File: src/rtl/drv_bin2bcd_w.sv
// Sequential binary-to-BCD converter (double dabble, one iteration per clock)
// with overflow saturation and per-digit leading-zero flags for a segment driver.
module drv_bin2bcd_w #(
  parameter int p_width     = 4,
  parameter int p_bin_width = 14
) (
  input  logic                   i_clk,
  input  logic                   i_rst_n,
  input  logic                   i_start,
  input  logic [p_bin_width-1:0] i_bin,
  output logic [3:0]             o_value [p_width-1:0],
  output logic [p_width-1:0]     o_blank,
  output logic                   o_busy,
  output logic                   o_done,
  output logic                   o_ovf
);

  localparam int CNT_W = $clog2(p_bin_width + 1);
  localparam int SW    = 4 * p_width;

  function automatic logic [63:0] max_val();
    logic [63:0] v;
    v = 64'd1;
    for (int i = 0; i < p_width; i++) v = v * 64'd10;
    return v - 64'd1;
  endfunction

  localparam logic [63:0] LIM = max_val();

  // One double-dabble step: +3 on nibbles >= 5, then shift in the next binary bit.
  function automatic logic [SW-1:0] dabble_step(input logic [SW-1:0] s, input logic b);
    logic [SW-1:0] adj;
    for (int i = 0; i < p_width; i++)
      adj[4*i +: 4] = (s[4*i +: 4] >= 4'd5) ? s[4*i +: 4] + 4'd3 : s[4*i +: 4];
    return (adj << 1) | SW'(b);
  endfunction

  function automatic logic [SW-1:0] sat_bcd(input logic [SW-1:0] s, input logic ovf);
    logic [SW-1:0] r;
    for (int i = 0; i < p_width; i++) r[4*i +: 4] = ovf ? 4'd9 : s[4*i +: 4];
    return r;
  endfunction

  function automatic logic [p_width-1:0] blank_of(input logic [SW-1:0] s);
    logic [p_width-1:0] b;
    logic               allz;
    b    = '0;
    allz = 1'b1;
    for (int i = p_width - 1; i > 0; i--) begin
      allz = allz & (s[4*i +: 4] == 4'd0);
      b[i] = allz;
    end
    return b;
  endfunction

  typedef enum logic {IDLE, CONV} state_t;

  state_t                 state, state_next;
  logic [CNT_W-1:0]       cnt;
  logic [SW-1:0]          scratch, scratch_next, result;
  logic [p_bin_width-1:0] shreg;
  logic                   ovf_next;
  logic                   accept, last;

  assign accept       = (state == IDLE) && i_start;
  assign last         = (state == CONV) && (cnt == CNT_W'(p_bin_width - 1));
  assign scratch_next = dabble_step(scratch, shreg[p_bin_width-1]);
  assign result       = sat_bcd(scratch_next, ovf_next);

  always_ff @(posedge i_clk or negedge i_rst_n)
    if (!i_rst_n) state <= IDLE;
    else          state <= state_next;

  always_comb begin
    state_next = state;
    o_busy     = 1'b0;
    case (state)
      IDLE: if (i_start) state_next = CONV;
      CONV: begin
        o_busy = 1'b1;
        if (last) state_next = IDLE;
      end
      default: state_next = IDLE;
    endcase
  end

  always_ff @(posedge i_clk or negedge i_rst_n)
    if (!i_rst_n) begin
      cnt      <= '0;
      scratch  <= '0;
      shreg    <= '0;
      ovf_next <= 1'b0;
    end else if (accept) begin
      cnt      <= '0;
      scratch  <= '0;
      shreg    <= i_bin;
      ovf_next <= 64'(i_bin) > LIM;
    end else if (state == CONV) begin
      cnt      <= cnt + CNT_W'(1);
      scratch  <= scratch_next;
      shreg    <= shreg << 1;
    end

  // Result registers only move on the completing edge and hold otherwise.
  always_ff @(posedge i_clk or negedge i_rst_n)
    if (!i_rst_n) begin
      for (int i = 0; i < p_width; i++) o_value[i] <= 4'd0;
      o_blank <= ~p_width'(1);
      o_done  <= 1'b0;
      o_ovf   <= 1'b0;
    end else begin
      o_done <= last;
      if (last) begin
        for (int i = 0; i < p_width; i++) o_value[i] <= result[4*i +: 4];
        o_blank <= ovf_next ? '0 : blank_of(scratch_next);
        o_ovf   <= ovf_next;
      end
    end

endmodule

File: config.mk
export PLATFORM = sky130hd
export DESIGN_NAME = drv_bin2bcd_w
export DESIGN_NICKNAME = d
export VERILOG_FILES = /design/src/rtl/drv_bin2bcd_w.sv
export SDC_FILE = /design/constraint.sdc
export NUM_CORES = 1
export LEC_CHECK = 0
export CAP_MARGIN = 25
export CORE_MARGIN = 3
export CORE_UTILIZATION = 49
export DETAILED_ROUTE_END_ITERATION = 12
export HOLD_SLACK_MARGIN = 0.03
export PLACE_DENSITY_LB_ADDON = 0.3
export SLEW_MARGIN = 5
export SYNTH_ARGS = -nofsm -noshare
export SYNTH_HDL_FRONTEND = slang
export SYNTH_SLANG_ARGS = --single-unit
File: constraint.sdc
create_clock -name i_clk -period 1.86 [get_ports i_clk]
set_input_delay 0.279 -clock i_clk [delete_from_list [all_inputs] [get_ports i_clk]]
set_output_delay 0.279 -clock i_clk [all_outputs]
set_load 0.01 [all_outputs]
After elaboration in Yosys (flattened, before gate mapping) --
Index checks and enable logic that the tools add are counted.
Operators by class: add/sub/neg operators 5, $lt $le $gt $ge 5, equality and inequality tests 1, mux-type cells 19, bitwise gates (word level) 4, reduce and logical (&&, ||, !) cells 6
Operators by type and width (number):
- $mux 4 | 10
- $mux 16 | 2
- $mux 14 | 2
- $ge 4x3->1 const B | 4
- $or 16x1->16 | 1
- $gt 14x14->1 const B | 1
- $add 4x2->4 const B | 3
- $logic_not 4->1 | 3
- $add 4x1->4 const B | 1
- $eq 4x4->1 const B | 1
- $add 3x2->3 const B | 1
- $mux 1 | 3
- $mux 3 | 1
- $and 1x1->1 | 2
- $logic_and 1x1->1 | 2
- $pmux 1 s2 | 1
- $reduce_bool 2->1 | 1
- $not 1->1 | 1
Storage, ports and cells: register bits after elaboration 58, bits of input ports 17, output and inout port bits 23, logic and storage cells 52

Longest topological paths before layout --
Gate-level depths: netlist (run 1).
depth after elaboration 7, mapped depth 7, depth with buffers taken out 7

Worst setup path after synthesis (run 1) --
OpenSTA, ideal clock, no wires.
path type register to register, from register cnt[1], to register o_blank[1], library setup time 0.063 ns, arrival 1.801 ns, data required time 1.797 ns, setup slack -0.004 ns, stages on the path, launching flop included 8, buffers on the path 0, period minus slack after synthesis 1.864 ns, cells stage by stage dfrtp_1 -> inv_1 -> ha_1 -> nand4_2 -> a2111o_1 -> a211o_1 -> nor4_2 -> a32o_1
On the way: word-level cells in the longest chain between the ends 2
RTL lines:
- start: declaration | line 59 | logic [CNT_W-1:0] cnt;
- start signal: assignment | line 99 | cnt <= cnt + CNT_W'(1);
- $eq 4x4->1 | line 66 | assign last = (state == CONV) && (cnt == CNT_W'(p_bin_width - 1));
- $logic_and 1x1->1 | line 66
- end signal: assignment | line 108 | o_blank <= ~p_width'(1);
- end signal: assignment | line 115 | o_blank <= ovf_next ? '0 : blank_of(scratch_next);
- end: declaration | line 12 | output logic [p_width-1:0] o_blank,
Every way passes these cells. A chain may end at the register's enable or synchronous reset.

Final worst setup path (run 1) --
from register state, to output port o_busy
On the way: word-level cells in the longest chain between the ends 1
RTL lines:
- start: declaration | line 58 | state_t state, state_next;
- start signal: assignment | line 72 | else state <= state_next;
- $mux 1 | line 77 | case (state)
- end: declaration | line 13 | output logic o_busy,
Every way passes these cells.

==> metrics.cfg, run 1 <==
[pwr]
ir_worst_vdd_mv=0.8585
p_leak_nw=1.631
pwr_density_cell_mw_per_mm2=1753

[grt]
antenna_found_initial=0
grt_usage=0.2106
met2_usage=0.3128
use_met1=0.2901
met3_usage=0.04324
grt_max_degree=53
grt.overflow.total=0
grt_pass1_vias=2158
busiest_layer=met2
grt_pass1_wl_um=10310

[synth]
synth-seq-cells=57
synth_cells=272
syn_nets=299
synth_warnings=0
avgSynthCellArea_um2=10.20
syn_area_mm2=0.002774
yosys.cell_types.count=32
synth.yosys.seq_area_share=0.5156

[sta]
fmax_mhz=563.5
maxSlewViolCount=0
fin_crit_sh=0.9541
hold_viol_final=0
period_needed_ps=1775
fin_skew_ps=7.168
worst_slack_ps=85.46
holdWs_ps=325.8
setup_viol=0

[detailed_routing]
remaining_drc_errors=0
detail_route.iter0.violations=162
drtPass1Iterations=4
vias=2203
routed_wl_um=6285
final_antenna_net_count=0
wl_per_cell_um=15.67
viasPerCell=5.494

[job]
max_cap_violations=0

[worst_setup_path]
crit_buf_inv=2
end_kind=output pin
crit-reg2reg-launch=cnt[1]
startpoint=state
arrival_ps=1500
critPathLaunchType=flop
cpMaxStageDelayCell=clkdlybuf4s50_1
worst_ep_required_time_ps=1580
cp_top_family=buffers and inverters
slowest_delay_ps=560
crit_chain=buf_4, clkdlybuf4s50_1
worstPathMaxFanout=16
crit_type=flop to output pin

[layout]
final_cells=401
area_delta_synth_final_pct=29.81
fillCellCount=409
n_antenna_cell=0
drive_above_1_share=0.1601
fin_nets=353
stdcell_area_mm2=0.003601
final_common_cell=dfrtp_1
mostFrequentLayoutCells=dfrtp_1, clkdlybuf4s50_1, nand2_1, o21ai_0, mux2i_1

[die]
coreArea_mm2=0.005303
io_pins=40
row_count=26
die_y_um=81.24
die_x_um=81.24
fp.dieArea_mm2=0.006600
initial_core_util=0.5231

[place]
numPortBuffers=38
routabilityCongestion=0.8560
placed_area_mm2=0.003334
dp_cells=383
post-place-ws_ps=51.33
hpwl_um=4126

[clocking]
cts_inserted_buffers=9
clk_pin_slew_ps=60
htree_levels=3
cts_tree=built
cts_buffer_depth=2
root_buffer=clkbuf_8
clk_latency_ps=340
cts_sinks=57

[run_status]
outcome=complete, no violations

[min_path]
min_path_type=input pin to asynchronous set/reset pin

[cell families after synthesis]
logic type / count (synthesis) / synth area share
AO/OA/AOI/OAI: 71 / 0.1606
XOR/XNOR: 5 / 0.01579
adder cells (fa/ha/maj): 10 / 0.04511
buffers and inverters: 24 / 0.03383
flip-flops: 57 / 0.5156
multiplexers: 22 / 0.07984
other: 1 / 0.001352
AND/OR/NAND/NOR: 82 / 0.1479
[per-stage QoR]
stage	power (mW)	util	setup TNS (ps)
after floorplan	3.890	-	0
after global placement	4.879	0.6288	0
after detailed placement	4.980	0.6288	0
after CTS	6.057	0.6635	0
after global routing	6.819	0.6791	-3.199
final	6.311	0.6791	0
[power by group]
group / internal, mW / switching (mW)
clock: 0.550 / 0.497
sequential: 1.78 / 0.432
combinational: 1.54 / 1.51
[state kept, by name, indices dropped and copies added, names as in the netlist]
signal    count
cnt           4
scratch      16
ovf_next      1
o_done        1
o_ovf         1
o_blank       3
o_value      16
state         1
shreg        14
[metal layers]
layer	vias to the layer above	routed length, um
met5	-	0
met4	0	115
met3	12	234
met2	45	3052
met1	1086	2881
li1	1060	-
[cells in the mapped netlist]
cell type / number / share of area
xnor2_1: 5 / 0.016
a2111o_1: 1 / 0.0041
clkbuf_1: 9 / 0.012
nor4_2: 1 / 0.0045
a32o_1: 2 / 0.0072
nand2_1: 34 / 0.046
nand3b_1: 1 / 0.0027
nand4_2: 1 / 0.0045
mux2_2: 1 / 0.0041
dfstp_2: 3 / 0.028
nand3_1: 3 / 0.0054
dfrtp_1: 54 / 0.49
o21ai_0: 27 / 0.049
o21a_1: 1 / 0.0027
nand2b_1: 14 / 0.032
mux2i_1: 21 / 0.076
o31ai_1: 9 / 0.024
buf_1: 4 / 0.0054
a31oi_1: 1 / 0.0023
a211o_1: 1 / 0.0032
ha_1: 10 / 0.045
and2_1: 3 / 0.0068
nor2_1: 15 / 0.020
a21o_1: 4 / 0.011
buf_4: 1 / 0.0027
a21oi_1: 16 / 0.029
nor3b_1: 8 / 0.022
a22o_1: 9 / 0.028
inv_1: 10 / 0.014
nor2b_1: 1 / 0.0023
conb_1: 1 / 0.0014
nor4_1: 1 / 0.0023
[cell type report]
cell class,count,area (um^2),area share
clock buffer,13,158.9,0.04413
clock inverter,3,15.01,0.004170
inverter,10,37.54,0.01042
multi-input combinational,191,1324,0.3676
sequential,57,1433,0.3978
tap,70,87.58,0.02432
timing repair buffer,57,545.5,0.1515
[worst paths after layout]
check,end,slack (ps),depth (start not counted)
max,o_busy,90,2
min,o_value[8],330,2
max reg2reg,o_blank[1],100,7
min reg2reg,shreg[2],480,2
max in group asynchronous,o_blank[1],980,3
min in group i_clk,shreg[2],480,2
[timing repair]
action | 4_1_cts | 5_1_grt
endpoints found under the setup margin | 0 | 5
hold buffers | 1 | 0
resized for setup | 0 | 18
endpoints found under the hold margin | 6 | 0
buffers inserted | 0 | 1
No activity file was read; power rests on OpenSTA's default activity.
==> run 2: changes to the inputs <==
--- a/config.mk
+++ b/config.mk
@@ -7,7 +7,7 @@
 export LEC_CHECK = 0
 export CAP_MARGIN = 25
 export CORE_MARGIN = 3
-export CORE_UTILIZATION = 49
+export CORE_UTILIZATION = 58
 export DETAILED_ROUTE_END_ITERATION = 12
 export HOLD_SLACK_MARGIN = 0.03
 export PLACE_DENSITY_LB_ADDON = 0.3
==> constraint.sdc (replaced) <==
create_clock -name i_clk -period 2.2 [get_ports i_clk]
set_input_delay 0.33 -clock i_clk [delete_from_list [all_inputs] [get_ports i_clk]]
set_output_delay 0.33 -clock i_clk [all_outputs]
set_load 0.1 [all_outputs]
==> run 2 against run 1 <==
Compared with the run above: non-clock buffer count is 12 lower; critical path type is now flop to flop; highest routed layer unchanged; sequential share of layout area is 2.7 points higher; clock skew hardly changed.
==> metrics.cfg, run 2 (synthesis gave the netlist of run 1 again) <==
[sta]
fin_skew_ps=7.643
maxSlewViolCount=0
rsz0062_at_grt=no
final.setup.tns_ps=0
fin_crit_sh=0.8959
max-slew-margin-rel=0.5833
setup_viol=0
period_needed_ps=1971
fmax_mhz=507.4
hold_viol_final=0
worst_pin_slew_ps=625.0

[detailed_routing]
detail_route.iter0.violations=122
drtPass1Iterations=4
routed_wl_um=5591
vias=2083
final_antenna_net_count=0
wl_per_cell_um=15.07
remaining_drc_errors=0
viasPerCell=5.615

[die]
initial_core_util=0.6200
die_y_um=75.16
fp.dieArea_mm2=0.005648
io_pins=40
coreArea_mm2=0.004474
row_count=24
die_x_um=75.16

[layout]
mostFrequentLayoutCells=dfrtp_1, nand2_1, o21ai_0, buf_4, mux2i_1
area_delta_synth_final_pct=21.52
fin_nets=341
final_common_cell=dfrtp_1
largest_registers=o_value: 16 flops, scratch: 16 flops, shreg: 14 flops
n_antenna_cell=0
drive_above_1_share=0.1567

[job]
max_cap_violations=0

[worst_setup_path]
cpMaxStageDelayCell=dfrtp_1
critPathLaunchType=flop
slowest_delay_ps=440
crit-reg2reg-launch=scratch[12]
worstPathMaxFanout=6
crit_type=flop to flop
startpoint=scratch[12]
worst_ep_required_time_ps=2480
arrival_ps=2250
end_kind=flop
crit_chain=inv_1, ha_1, a2111o_1, a211o_1, nor4_2, a32o_1

[min_path]
min_path_type=flop to flop
hold_start=o_ovf

[grt]
grt_pass1_wl_um=9515
grt_max_degree=68
grt_usage=0.2250
antenna_found_initial=0
grt.overflow.total=0
grt_pass1_vias=2038

[place]
numPortBuffers=38
routabilityCongestion=0.8540
hpwl_um=3920

[run_status]
outcome=complete, no violations

[clocking]
cts_sinks=57
root_buffer=clkbuf_8
post-cts-setup-buffers=0
cts_resized=0
htree_levels=3
cts_buffer_depth=2
clk_pin_slew_ps=60
cts_tree=built
clk_latency_ps=330
cts_inserted_buffers=9

==> run 2: area by class of cell <==
cell class	instances	area [um^2]
repair buffers	45	412.9
well taps	52	65.06
inverters	10	37.54
flip-flops and latches	57	1431
clock buffers	13	158.9
clock inverters	3	15.01
multi-input cells	191	1250
fillers	319	1104
==> run 2: layer usage <==
metal | vias up | GRT usage | part of all wire
met5 | - | 0 | 0
met4 | 0 | 0.1087 | 0.014
met3 | 9 | 0.04940 | 0.064
met1 | 982 | 0.3149 | 0.47
li1 | 1033 | - | -
met2 | 59 | 0.3327 | 0.45
==> run 2: worst paths after layout <==
kind | slack [ps] | depth (start not counted) | end
max | 230 | 6 | o_blank[1]
min reg2reg | 480 | 2 | o_ovf
min in group asynchronous | 520 | 2 | o_value[11]
max in group asynchronous | 1100 | 3 | state
max reg2reg | 230 | 6 | o_blank[1]
min | 480 | 2 | o_ovf
==> run 2: metrics by stage <==
step / utilization / setup WS, ps / instances / hold WS, ps / cell area (um^2)
2_1_floorplan: - / 120.0 / 272 / 34.41 / 2775
3_3_place_gp: 0.7122 / 271.3 / 354 / 352.4 / 3187
3_5_place_dp: 0.7122 / 222.2 / 354 / 351.7 / 3187
6_report: 0.7534 / 229.0 / 371 / 478.2 / 3371
5_1_grt: 0.7534 / 57.44 / 371 / 516.2 / 3371
4_1_cts: 0.7534 / 209.2 / 371 / 485.0 / 3371
==> run 2: timing repair <==
action	in CTS	in global routing
endpoints found under the hold margin	21	0
hold buffers	1	0
endpoints found under the setup margin	0	0
==> run 2: worst max-delay path: cells and delay by family, from the launching register on <==
family	cells	cell delay [ps]
flops	1	440
buf+inv	1	70
fa+ha+maj	1	240
compound gates	3	890
simple gates	1	290
Power of run 2 is not shown: default switching activity piles up to over one toggle a cycle in this logic, so the estimate is an artifact.
==> run 3: changes to the inputs <==
--- a/config.mk
+++ b/config.mk
@@ -6,10 +6,11 @@
 export NUM_CORES = 1
 export LEC_CHECK = 0
 export CAP_MARGIN = 25
+export CORE_ASPECT_RATIO = 1.25
 export CORE_MARGIN = 3
 export CORE_UTILIZATION = 58
 export DETAILED_ROUTE_END_ITERATION = 12
-export HOLD_SLACK_MARGIN = 0.03
+export HOLD_SLACK_MARGIN = 0.12
 export PLACE_DENSITY_LB_ADDON = 0.3
 export SLEW_MARGIN = 5
 export SYNTH_ARGS = -nofsm -noshare
==> run 3 against run 2 <==
Compared with the run above: count of clock-buffer cells in the layout unchanged; sequential share of layout area down 0.45 points; worst hold slack worse by 2.6 ps; sequential cell count unchanged; cell count up 1.9%; worst setup slack worse by 40 ps; routed wire length up 8.4%; register-to-register slack worse by 40 ps; largest cell class unchanged.
==> metrics.cfg, run 3 (synthesis gave the netlist of run 1 again) <==
[run_status]
outcome=complete, no violations

[sta]
maxSlewViolCount=0
setup_viol=0
fin_crit_sh=0.9142
period_needed_ps=2011
final.setup.tns_ps=0
fin_skew_ps=12.16
hold_viol_final=0
worst_pin_slew_ps=619.8
max-slew-margin-rel=0.5868
fmax_mhz=497.2
rsz0062_at_grt=no

[grt]
grt_max_degree=68
antenna_found_initial=0
grt_pass1_vias=2191
grt.overflow.total=0
grt_usage=0.2408
grt_pass1_wl_um=10270

[die]
io_pins=40
coreArea_mm2=0.004493
fp.dieArea_mm2=0.005654
row_count=27
initial_core_util=0.6174
die_y_um=83.32
die_x_um=67.86

[detailed_routing]
drtPass1Iterations=4
viasPerCell=5.651
remaining_drc_errors=0
routed-wl-met2_um=3104
detail_route.iter0.violations=226
vias=2136
final_antenna_net_count=0
wl_per_cell_um=16.03
top_layer=met4
routed_wl_um=6058
met1_length_um=2526
dr_wl_met3_um=230

[layout]
drive_above_1_share=0.1594
fin_util=0.7583
fin_nets=342
final_common_cell=dfrtp_1
fillCellCount=350
largest_registers=o_value: 16 flops, scratch: 16 flops, shreg: 14 flops
area_delta_synth_final_pct=22.82
mostFrequentLayoutCells=dfrtp_1, nand2_1, o21ai_0, buf_4, mux2i_1
n_antenna_cell=0

[place]
numPortBuffers=38
routabilityCongestion=0.7634
hpwl_um=4125

[worst_setup_path]
end_kind=flop
crit_buf_inv=1
slowest_delay_ps=440
cp_top_family=compound AO/OA/AOI/OAI gates
crit_type=flop to flop
worst_ep_required_time_ps=2470
arrival_ps=2280
crit_chain=inv_1, ha_1, nand2b_1, a21oi_1, mux2i_1, nor4_4, a32o_1
cpMaxStageDelayCell=dfrtp_1
critPathLaunchType=flop
worstPathMaxFanout=6

[clocking]
clk_latency_ps=340
clk_pin_slew_ps=70
root_buffer=clkbuf_8
htree_levels=3
cts_inserted_buffers=9
post-cts-setup-buffers=0
cts_buffer_depth=2
cts_tree=built
cts_sinks=57

[job]
max_cap_violations=0

[min_path]
min_path_type=flop to flop

==> run 3: worst register-to-register path, cell delays in order, from the launching register on <==
cell      delay (ps)
dfrtp_1          440
inv_1             90
ha_1             220
nand2b_1          80
a21oi_1          360
mux2i_1          220
nor4_4           350
a32o_1           210
==> run 3: layer usage <==
metal,vias to the layer above,global-route usage
li1,1037,-
met3,14,0.04601
met5,-,0
met2,54,0.3942
met4,0,0.1248
met1,1031,0.2926
==> run 3: cell type report <==
cell class / count / area, um^2 / area share
repair buffers: 46 / 407.9 / 0.1197
inverters: 10 / 37.54 / 0.01102
well taps: 58 / 72.57 / 0.02130
multi-input cells: 191 / 1259 / 0.3694
flip-flops and latches: 57 / 1431 / 0.4201
clock inverters: 3 / 40.04 / 0.01175
clock buffers: 13 / 158.9 / 0.04664
==> run 3: path summary, 6_finish.rpt <==
check	from	to	slack (ps)	depth (start not counted)
worst min register to register	o_value[0]	o_value[0]	480	2
max in group asynchronous	i_rst_n	o_blank[3]	1030	3
worst max-delay path	scratch[12]	o_blank[1]	190	7
worst min-delay path	o_value[0]	o_value[0]	480	2
min in group asynchronous	i_rst_n	o_value[0]	520	2
worst max register to register	scratch[12]	o_blank[1]	190	7
==> run 3: metrics by stage <==
stage	instance area, um^2	worst slack (ps)	hold WS (ps)	std cells
6_report	3407	188.7	475.6	378
5_1_grt	3407	22.26	512.7	378
4_1_cts	3398	73.64	482.2	378
3_5_place_dp	3189	130.0	352.5	361
3_3_place_gp	3189	261.6	347.9	361
2_1_floorplan	2775	120.0	34.41	272
==> run 3: what timing repair did <==
action | 4_1_cts | 5_1_grt
setup endpoints to repair | 0 | 1
hold buffers | 1 | 0
hold endpoints to repair | 21 | 0
resized for setup | 0 | 1
Power of run 3 is left out for the same reason.
